File: config.mk
export PLATFORM = sky130hd
export DESIGN_NAME = bb_var
export DESIGN_NICKNAME = d
export VERILOG_FILES = /design/src/rtl/bb_var_pkg.sv /design/src/rtl/bb_var_ram.sv /design/src/rtl/bb_var.sv
export SDC_FILE = /design/constraint.sdc
export NUM_CORES = 1
export LEC_CHECK = 0
export CORE_UTILIZATION = 40
export DETAILED_ROUTE_END_ITERATION = 8
export GPL_TIMING_DRIVEN = 0
export PLACE_DENSITY = 0.61
export SYNTH_ARGS = -nofsm -noshare
export SYNTH_HDL_FRONTEND = slang
export SYNTH_SLANG_ARGS = --single-unit
File: constraint.sdc
create_clock -name clock -period 2.55 [get_ports clock]
set_input_delay 0.255 -clock clock [delete_from_list [all_inputs] [get_ports clock]]
set_output_delay 0.255 -clock clock [all_outputs]
set_load 0.1 [all_outputs]
File: src/rtl/bb_var_pkg.sv
// Shared types and helpers for the sample-counted variable delay line.
package bb_pkg;

    // Control state: FILL while the buffer holds fewer than D_lat samples, RUN once it is primed.
    typedef enum logic {
        FILL = 1'b0,
        RUN  = 1'b1
    } bb_state_t;

    // Width needed to express any delay from 0 to max_delay inclusive.
    function automatic int bb_delay_w(input int max_delay);
        return $clog2(max_delay + 1);
    endfunction

    // (a - b) mod m for a < m and b <= m; works for any m, not just powers of two.
    function automatic logic [31:0] bb_mod_sub(input logic [31:0] a,
                                               input logic [31:0] b,
                                               input logic [31:0] m);
        return (a >= b) ? (a - b) : (a + m - b);
    endfunction

endpackage

File: src/rtl/bb_var_ram.sv
// Simple dual-port buffer: registered write, combinational read.
// A read and write to the same address in one cycle returns the old word.
module bb_var_ram
    import bb_pkg::*;
#(
    parameter int WIDTH = 8,
    parameter int DEPTH = 16,
    parameter int AW    = 4
) (
    input  logic             clock,
    input  logic             wr_en,
    input  logic [AW-1:0]    wr_addr,
    input  logic [WIDTH-1:0] wr_data,
    input  logic [AW-1:0]    rd_addr,
    output logic [WIDTH-1:0] rd_data
);

    logic [WIDTH-1:0] mem [DEPTH];

    // Storage write; contents are deliberately left unreset.
    always_ff @(posedge clock) begin
        if (wr_en) begin
            mem[wr_addr] <= wr_data;
        end
    end

    assign rd_data = mem[rd_addr];

endmodule

File: src/rtl/bb_var.sv
// Programmable-depth delay line counted in valid samples rather than clocks.
// Samples go into a circular buffer and come back D_lat valid samples later;
// idle cycles freeze everything, and any delay change restarts the fill.
module bb_var
    import bb_pkg::*;
#(
    parameter int               MAX_DELAY = 16,
    parameter int               WIDTH     = 8,
    parameter logic [WIDTH-1:0] RSTVAL    = {WIDTH{1'b0}},
    parameter int               DW        = bb_delay_w(MAX_DELAY)
) (
    input  logic             clock,
    input  logic             reset,
    input  logic [DW-1:0]    delay_i,
    input  logic [WIDTH-1:0] data_i,
    input  logic             valid_i,
    output logic [WIDTH-1:0] data_o,
    output logic             valid_o,
    output logic             filling_o,
    output logic             clamp_o
);

    localparam int AW = (MAX_DELAY > 1) ? $clog2(MAX_DELAY) : 1;

    // Saturate the requested delay to the buffer depth.
    function automatic logic [DW-1:0] sat_delay(input logic [DW-1:0] d);
        return (d > DW'(MAX_DELAY)) ? DW'(MAX_DELAY) : d;
    endfunction

    bb_state_t        state, state_nxt;
    logic [DW-1:0]    d_lat, d_lat_nxt;
    logic [DW-1:0]    fill_cnt, fill_nxt;
    logic [AW-1:0]    wr_ptr, wr_ptr_nxt;
    logic [AW-1:0]    rd_ptr;
    logic [DW-1:0]    d_eff;
    logic             dly_chg;
    logic             over;
    logic             wr_en;
    logic             out_en;
    logic [WIDTH-1:0] out_data;
    logic [WIDTH-1:0] rd_data;
    logic [WIDTH-1:0] data_p1;
    logic             vld_p1;
    logic             clamp_q;

    // Reset wins over valid_i, so the sample on a reset cycle never reaches the buffer.
    assign wr_en = valid_i && !reset;

    bb_var_ram #(
        .WIDTH (WIDTH),
        .DEPTH (MAX_DELAY),
        .AW    (AW)
    ) u_ram (
        .clock   (clock),
        .wr_en   (wr_en),
        .wr_addr (wr_ptr),
        .wr_data (data_i),
        .rd_addr (rd_ptr),
        .rd_data (rd_data)
    );

    // Next-state, pointer and output-load decisions.
    always_comb begin
        d_eff      = sat_delay(delay_i);
        over       = delay_i > DW'(MAX_DELAY);
        dly_chg    = d_eff != d_lat;
        rd_ptr     = AW'(bb_mod_sub(32'(wr_ptr), 32'(d_lat), 32'(MAX_DELAY)));
        wr_ptr_nxt = wr_ptr;
        state_nxt  = state;
        fill_nxt   = fill_cnt;
        d_lat_nxt  = d_lat;
        out_en     = 1'b0;
        out_data   = rd_data;

        if (valid_i) begin
            wr_ptr_nxt = (wr_ptr == AW'(MAX_DELAY - 1)) ? '0 : wr_ptr + AW'(1);
        end

        if (dly_chg) begin
            // Restart: a sample arriving now is fill sample 0 of the new delay.
            d_lat_nxt = d_eff;
            fill_nxt  = valid_i ? DW'(1) : '0;
            if (d_eff == '0 || (valid_i && d_eff == DW'(1))) begin
                state_nxt = RUN;
            end else begin
                state_nxt = FILL;
            end
        end else if (valid_i) begin
            case (state)
                FILL: begin
                    fill_nxt = fill_cnt + DW'(1);
                    if (fill_cnt == d_lat - DW'(1)) begin
                        state_nxt = RUN;
                    end
                end
                RUN: begin
                    out_en   = 1'b1;
                    out_data = (d_lat == '0) ? data_i : rd_data;
                end
                default: ;
            endcase
        end
    end

    // State, pointer and registered-output update.
    always_ff @(posedge clock) begin
        if (reset) begin
            state    <= FILL;
            d_lat    <= '0;
            fill_cnt <= '0;
            wr_ptr   <= '0;
            clamp_q  <= 1'b0;
            vld_p1   <= 1'b0;
            data_p1  <= RSTVAL;
        end else begin
            state    <= state_nxt;
            d_lat    <= d_lat_nxt;
            fill_cnt <= fill_nxt;
            wr_ptr   <= wr_ptr_nxt;
            clamp_q  <= clamp_q | over;
            vld_p1   <= out_en;
            if (out_en) begin
                data_p1 <= out_data;
            end
        end
    end

    assign data_o    = data_p1;
    assign valid_o   = vld_p1;
    assign filling_o = (state == FILL);
    assign clamp_o   = clamp_q;

endmodule

Word level (Yosys, flattened, before mapping)
Memory sizes are Yosys's and may differ from the RTL's.
Cells that the tools add are included.
{ "totals": {"regBits": 25, "mem_bits_rw": 128, "output_inout_bits": 11, "n_memories": 1} }
{ "memory_table": {"columns": ["memory", "depth", "word_bits", "rd", "rd_clocked_by_memory_dff", "write_ports", "line_no", "source"], "rows": [
  ["u_ram.mem", 16, 8, 1, 0, 1, "bb_var_ram.sv:18", "logic [WIDTH-1:0] mem [DEPTH];"]
]} }
{ "classes": {"add_sub_neg": 6, "order_cmp": 2, "eq_ne": 5, "n_mux": 21, "bitwise_logic": 2, "n_reduce_logical": 8} }
{ "ops": {"columns": ["op", "count"], "rows": [
  ["8-bit 2-to-1 mux", 4],
  ["5-bit 2-to-1 mux", 4],
  ["1-bit 2-to-1 mux", 11],
  ["5-bit logical NOT", 2],
  ["4-bit by 1-bit adder with 4-bit output, second input constant", 2],
  ["4-bit 2-to-1 mux", 2],
  ["4-bit subtractor", 2],
  ["5-bit by 1-bit adder with 5-bit output, second input constant", 1],
  ["5-bit by 1-bit equality test with 1-bit output, second input constant", 1],
  ["5-bit equality test", 1],
  ["4-bit by 5-bit >= comparator with 1-bit output", 1],
  ["5-bit > comparator, second input constant", 1],
  ["5-bit != test", 1],
  ["5-bit by 1-bit subtractor with 5-bit output, second input constant", 1],
  ["4-bit equality test, second input constant", 1],
  ["1-bit logical AND", 2],
  ["2-bit by 1-bit != test with 1-bit output, second input constant", 1],
  ["2-bit AND reduction", 1],
  ["2-bit nonzero test", 1],
  ["1-bit logical NOT", 1],
  ["1-bit logical OR", 1],
  ["1-bit inverter", 1],
  ["1-bit OR", 1]
]} }

Depth between registers and ports, before layout
An unclocked memory read counts as a cell.
{ "logic_depth": {"ltp_word": 8, "mapped_depth": 9, "mapped_depth_nobuf": 8} }

Hierarchy
A second synthesis with hierarchy kept.
{ "hier_totals": {"hier_cells": 372, "hier_area_um2": 6382.4} }
{ "modules_own_cells": {"columns": ["module", "n_inst", "cells_per_inst", "area_each_um2"], "rows": [
  ["bb_var_ram", 1, 221, 4987.3],
  ["bb_var", 1, 151, 1395.1]
]} }

Least setup slack after synthesis
Ideal clock, no wire load.
{ "synth_timing": {"path_kind": "register -> register", "startpoint": "reg wr_ptr[0]", "endpoint": "reg data_p1[6] (netlist: data_o[6])", "setup_ns": 0.136, "arrival_time_ns": 2.323, "t_required_ns": 2.414, "setup_slack_ns": 0.091, "stages_incl_launch_ff": 10, "n_path_buf": 1, "path_cell_list": "dfxtp_1 -> inv_1 -> ha_1 -> inv_1 -> fa_1 -> buf_1 -> mux4_2 -> mux2_2 -> o21ai_0 -> a311oi_2"} }
{ "synth_via": {"elab_chain_len": 8, "elab_cells_between_ends": 10, "classes_between": "add/sub (3); order compare (1); mux (5); memory (1)"} }
{ "synth_lines": {"columns": ["element", "line_no", "source"], "rows": [
  ["start: declaration", "bb_var.sv:33", "logic [AW-1:0] wr_ptr, wr_ptr_nxt;"],
  ["start signal: assignment", "bb_var.sv:119", "wr_ptr <= wr_ptr_nxt;"],
  ["4-bit by 1-bit adder with 4-bit output", "bb_var_pkg.sv:19", "return (a >= b) ? (a - b) : (a + m - b);"],
  ["4-bit subtractor", "bb_var_pkg.sv:19", null],
  ["4-bit 2-to-1 mux (*)", "bb_var_pkg.sv:19", null],
  ["memory 16 x 8 bit (*)", null, null],
  ["8-bit 2-to-1 mux", "bb_var.sv:98", "out_data = (d_lat == '0) ? data_i : rd_data;"],
  ["8-bit 2-to-1 mux", "bb_var.sv:89", "case (state)"],
  ["8-bit 2-to-1 mux", "bb_var.sv:88", "end else if (valid_i) begin"],
  ["8-bit 2-to-1 mux (*)", "bb_var.sv:79", "if (dly_chg) begin"],
  ["end signal: assignment", "bb_var.sv:123", "data_p1 <= out_data;"],
  ["end: declaration", "bb_var.sv:42", "logic [WIDTH-1:0] data_p1;"]
]} }
Mark *: on every way between the ends. The rest lies on a longest branch, timed or not.
A chain may end at the register's enable or synchronous reset.

Worst setup path in the final report
Ends and elaborated chain as after synthesis.

==> flow_metrics.tcl <==
set metrics [dict create \
    outcome "finished, final reports clean" \
    synth.area.mux_share_pct 14.6 \
    drive_gt1_share_pct 27.9 \
    place_inst 619 \
    relSlewSlack_pct 34.5 \
    clock_sinks 153 \
    synth_simple_gate_area_share_pct 6.64 \
    cp_slowest_cell "fa_2" \
    power_density_nw_per_um2 729 \
    cts_buffers 17 \
    clkSlewWorstSetupHoldPaths_ns 0.06 \
    seq_area_frac_synth_pct 66.4 \
    fp.dieH_um 130 \
    totalWireLength_mm 13.9 \
    post-route-min-period_ns 2.49 \
    dr.max_layer_used "met4" \
    vias 3583 \
    grt_antenna_before_repair 0 \
    ys_types 51 \
    hold_start "clamp_o$_SDFF_PP0_" \
    max_stage_delay_ns 0.55 \
    rsz0062_at_grt "no" \
    syn_to_final_growth_pct 20.3 \
    io_buffers 26 \
    grt_pass1_wl_mm 21.7 \
    core_area_um2 15900 \
    synth_compound_area_share_pct 5.66 \
    avgSynthCellArea_um2 17.4 \
    met3_length_um 719 \
    grt_max_degree 18 \
    critPathRequiredTime_ns 2.85 \
    drtPass1Iterations 4 \
    clk_latency_ns 0.42 \
    clk_path_buf_depth 2 \
    ys.flop_type "edfxtp_1" \
    top_level_ports 27 \
    finalCritPeriodShare_pct 97.7 \
    synth_fa_ha_area_share_pct 2.03 \
    clock_skew_ns 0.00672 \
    drt.antenna.violating_nets 0 \
    peakVddDrop_v 0.000452 \
    num_rows 46 \
    clockRootBuffer "clkbuf_16" \
    synthXorXnorAreaFrac_pct 2.26 \
    h-tree-depth 4 \
    place_congestion 0.818 \
    crit_arrival_ns 2.79 \
    grt_overflow 0 \
    tightest_slew_ns 0.980 \
    ys_async_sr_fraction_pct 0 \
    critical_path_class "reg2reg" \
    start_util_pct 41.0 \
    setup_violations 0 \
    cts_tree "built" \
    path_cells "inv_2, ha_4, inv_1, fa_2, buf_6, buf_8, mux4_2, mux2_4, a41oi_2, a311oi_2" \
    multi_input_area_um2 2160 \
    dieWidth_um 130 \
    maxCapViolCount 0 \
    syn-cell-area_um2 6540 \
    wire_per_inst_um 21.1 \
    wl_met1_mm 6.27 \
    hold_class "reg2reg" \
    critPathTopFamily "adder cells" \
    fillerInstances 1329 \
    seqCellArea_um2 4350 \
    post_dp_cell_area_um2 7070 \
    hold_viol 0 \
    final_area_um2 7870 \
    synth_top_family_by_area "multiplexers" \
    cp_max_fo 7 \
    nets 457 \
    cp-end-kind "register" \
    grt_util_all_layers_pct 18.3 \
    stdcell_count 660 \
    ctsHoldBuffers 0 \
    leakage_nw 2.56 \
    yosys_warnings 0 \
    synth_fp_nets 403 \
    startpoint "wr_ptr[0]$_SDFFE_PP0P_" \
    drc 0 \
    fmax_ghz 0.402 \
    ys_ff_latch 153 \
    finalPower_mw 5.73 \
    worstPathBufferInverterCount 4 \
    grt_pass1_vias 3694 \
    diodes 0 \
    final_util_pct 49.4 \
    final_max_slew_viol_count 0 \
    postSynthCellCount 377 \
    dieArea_um2 16900 \
    via_per_inst 5.43 \
    place_hpwl_mm 8.94 \
    wl_met2_mm 6.76 \
    critPathLaunchType "register" \
    synth-edff-count 128 \
    drt_iter0_drc 311 \
    reg2reg_from "wr_ptr[0]$_SDFFE_PP0P_" \
]
[sequential cells by signal (all words and copies together) (netlist names)]
signal / flops
wr_ptr: 4
data_o: 8
fill_cnt: 5
state: 1
u_ram.mem: 128
valid_o: 1
d_lat: 5
clamp_o: 1
[tightest hold or removal path, cell delays in order, from the launching register on]
cell	delay, ns
dfxtp_1	0.32
a21oi_1	0.04
nor2_1	0.07
[metrics by stage]
step	hold WS [ns]	setup TNS (ns)	setup slack (ns)
after floorplan	0.354	0	0.0909
after CTS	0.473	0	0.00757
final	0.470	0	0.0594
after global routing	0.511	0	0.00769
after detailed placement	0.457	-3.75	-0.550
after global placement	0.452	-3.60	-0.526
[per-layer routing]
| metal | GRT usage (%) | vias up |
|---|---|---|
| met3 | 4.47 | 14 |
| li1 | - | 1620 |
| met2 | 29.8 | 108 |
| met5 | 0 | - |
| met4 | 6.77 | 0 |
| met1 | 23.7 | 1841 |
[where the power goes]
| group | total (mW) | internal, mW | switching (mW) |
|---|---|---|---|
| registers | 2.75 | 2.73 | 0.0173 |
| logic | 0.699 | 0.345 | 0.353 |
| clock network | 2.29 | 1.26 | 1.03 |
[area by class of cell]
class	count	area share [%]
repair buffers	35	4.52
inverters	8	0.382
plain buffers	16	1.94
clock inverters	15	1.53
flip-flops and latches	153	55.3
multi-input cells	200	27.5
clock buffers	17	5.41
well taps	216	3.43
[cells by family (layout without fill, tap and decap cells)]
family / count (synthesis) / after routing
buffers and inverters: 24 / 91
AND/OR/NAND/NOR: 72 / 72
flip-flops: 153 / 153
multiplexers: 50 / 50
adder cells (fa/ha/maj): 10 / 10
AO/OA/AOI/OAI: 52 / 52
XOR/XNOR: 16 / 16
[timing repair]
item                       CTS  global route
setup endpoints to repair    8             8
buffers inserted             7             1
gates resized for setup     40            11
pin swaps                    6             4
cloned                       1             0
[Yosys cell counts, types with 8 or more instances]
library cell  number  area, um^2
nor3_1             8        40.0
edfxtp_1         128        3840
xor2_1             9        78.8
nor2_1             9        33.8
a41oi_1            9        78.8
a311oi_1           9        78.8
ha_1               9         113
inv_1              8        30.0
and2_1            28         175
mux4_2            22         495
mux4_1            10         263
a21oi_1           14        70.1
o21ai_0           10        50.1
mux2_2            16         180
dfxtp_1           25         500
[cell usage in the layout, fill, tap and decap left out, drive strengths merged, types with 2 or more instances in the layout]
master         netlist  layout
and2                29      29
o21ai               11      11
xor2                10      10
mux2i                2       2
nand4                2       2
nor4                 2       2
nor2b                2       2
edfxtp             128     128
ha                   9       9
clkdlybuf4s50        0      26
mux4                32      32
clkbuf               2      19
mux2                16      16
buf                 14      23
a41oi                9       9
nor2                 9       9
a311oi              10      10
dfxtp               25      25
a21oi               14      14
nor3                 8       8
xnor2                6       6
nor3b                3       3
clkinvlp             0       3
nand2b               3       3
inv                  8      12
nand2                6       6
clkinv               0       8
[worst paths after layout]
path / end / slack (ns) / depth (start not counted)
worst min-delay path: clamp_o$_SDFF_PP0_ / 0.47 / 2
worst min register to register: clamp_o$_SDFF_PP0_ / 0.47 / 2
worst max-delay path: data_o[6]$_SDFFE_PP0P_ / 0.06 / 10
worst max register to register: data_o[6]$_SDFFE_PP0P_ / 0.06 / 10
No activity file was read; power rests on OpenSTA's default activity.
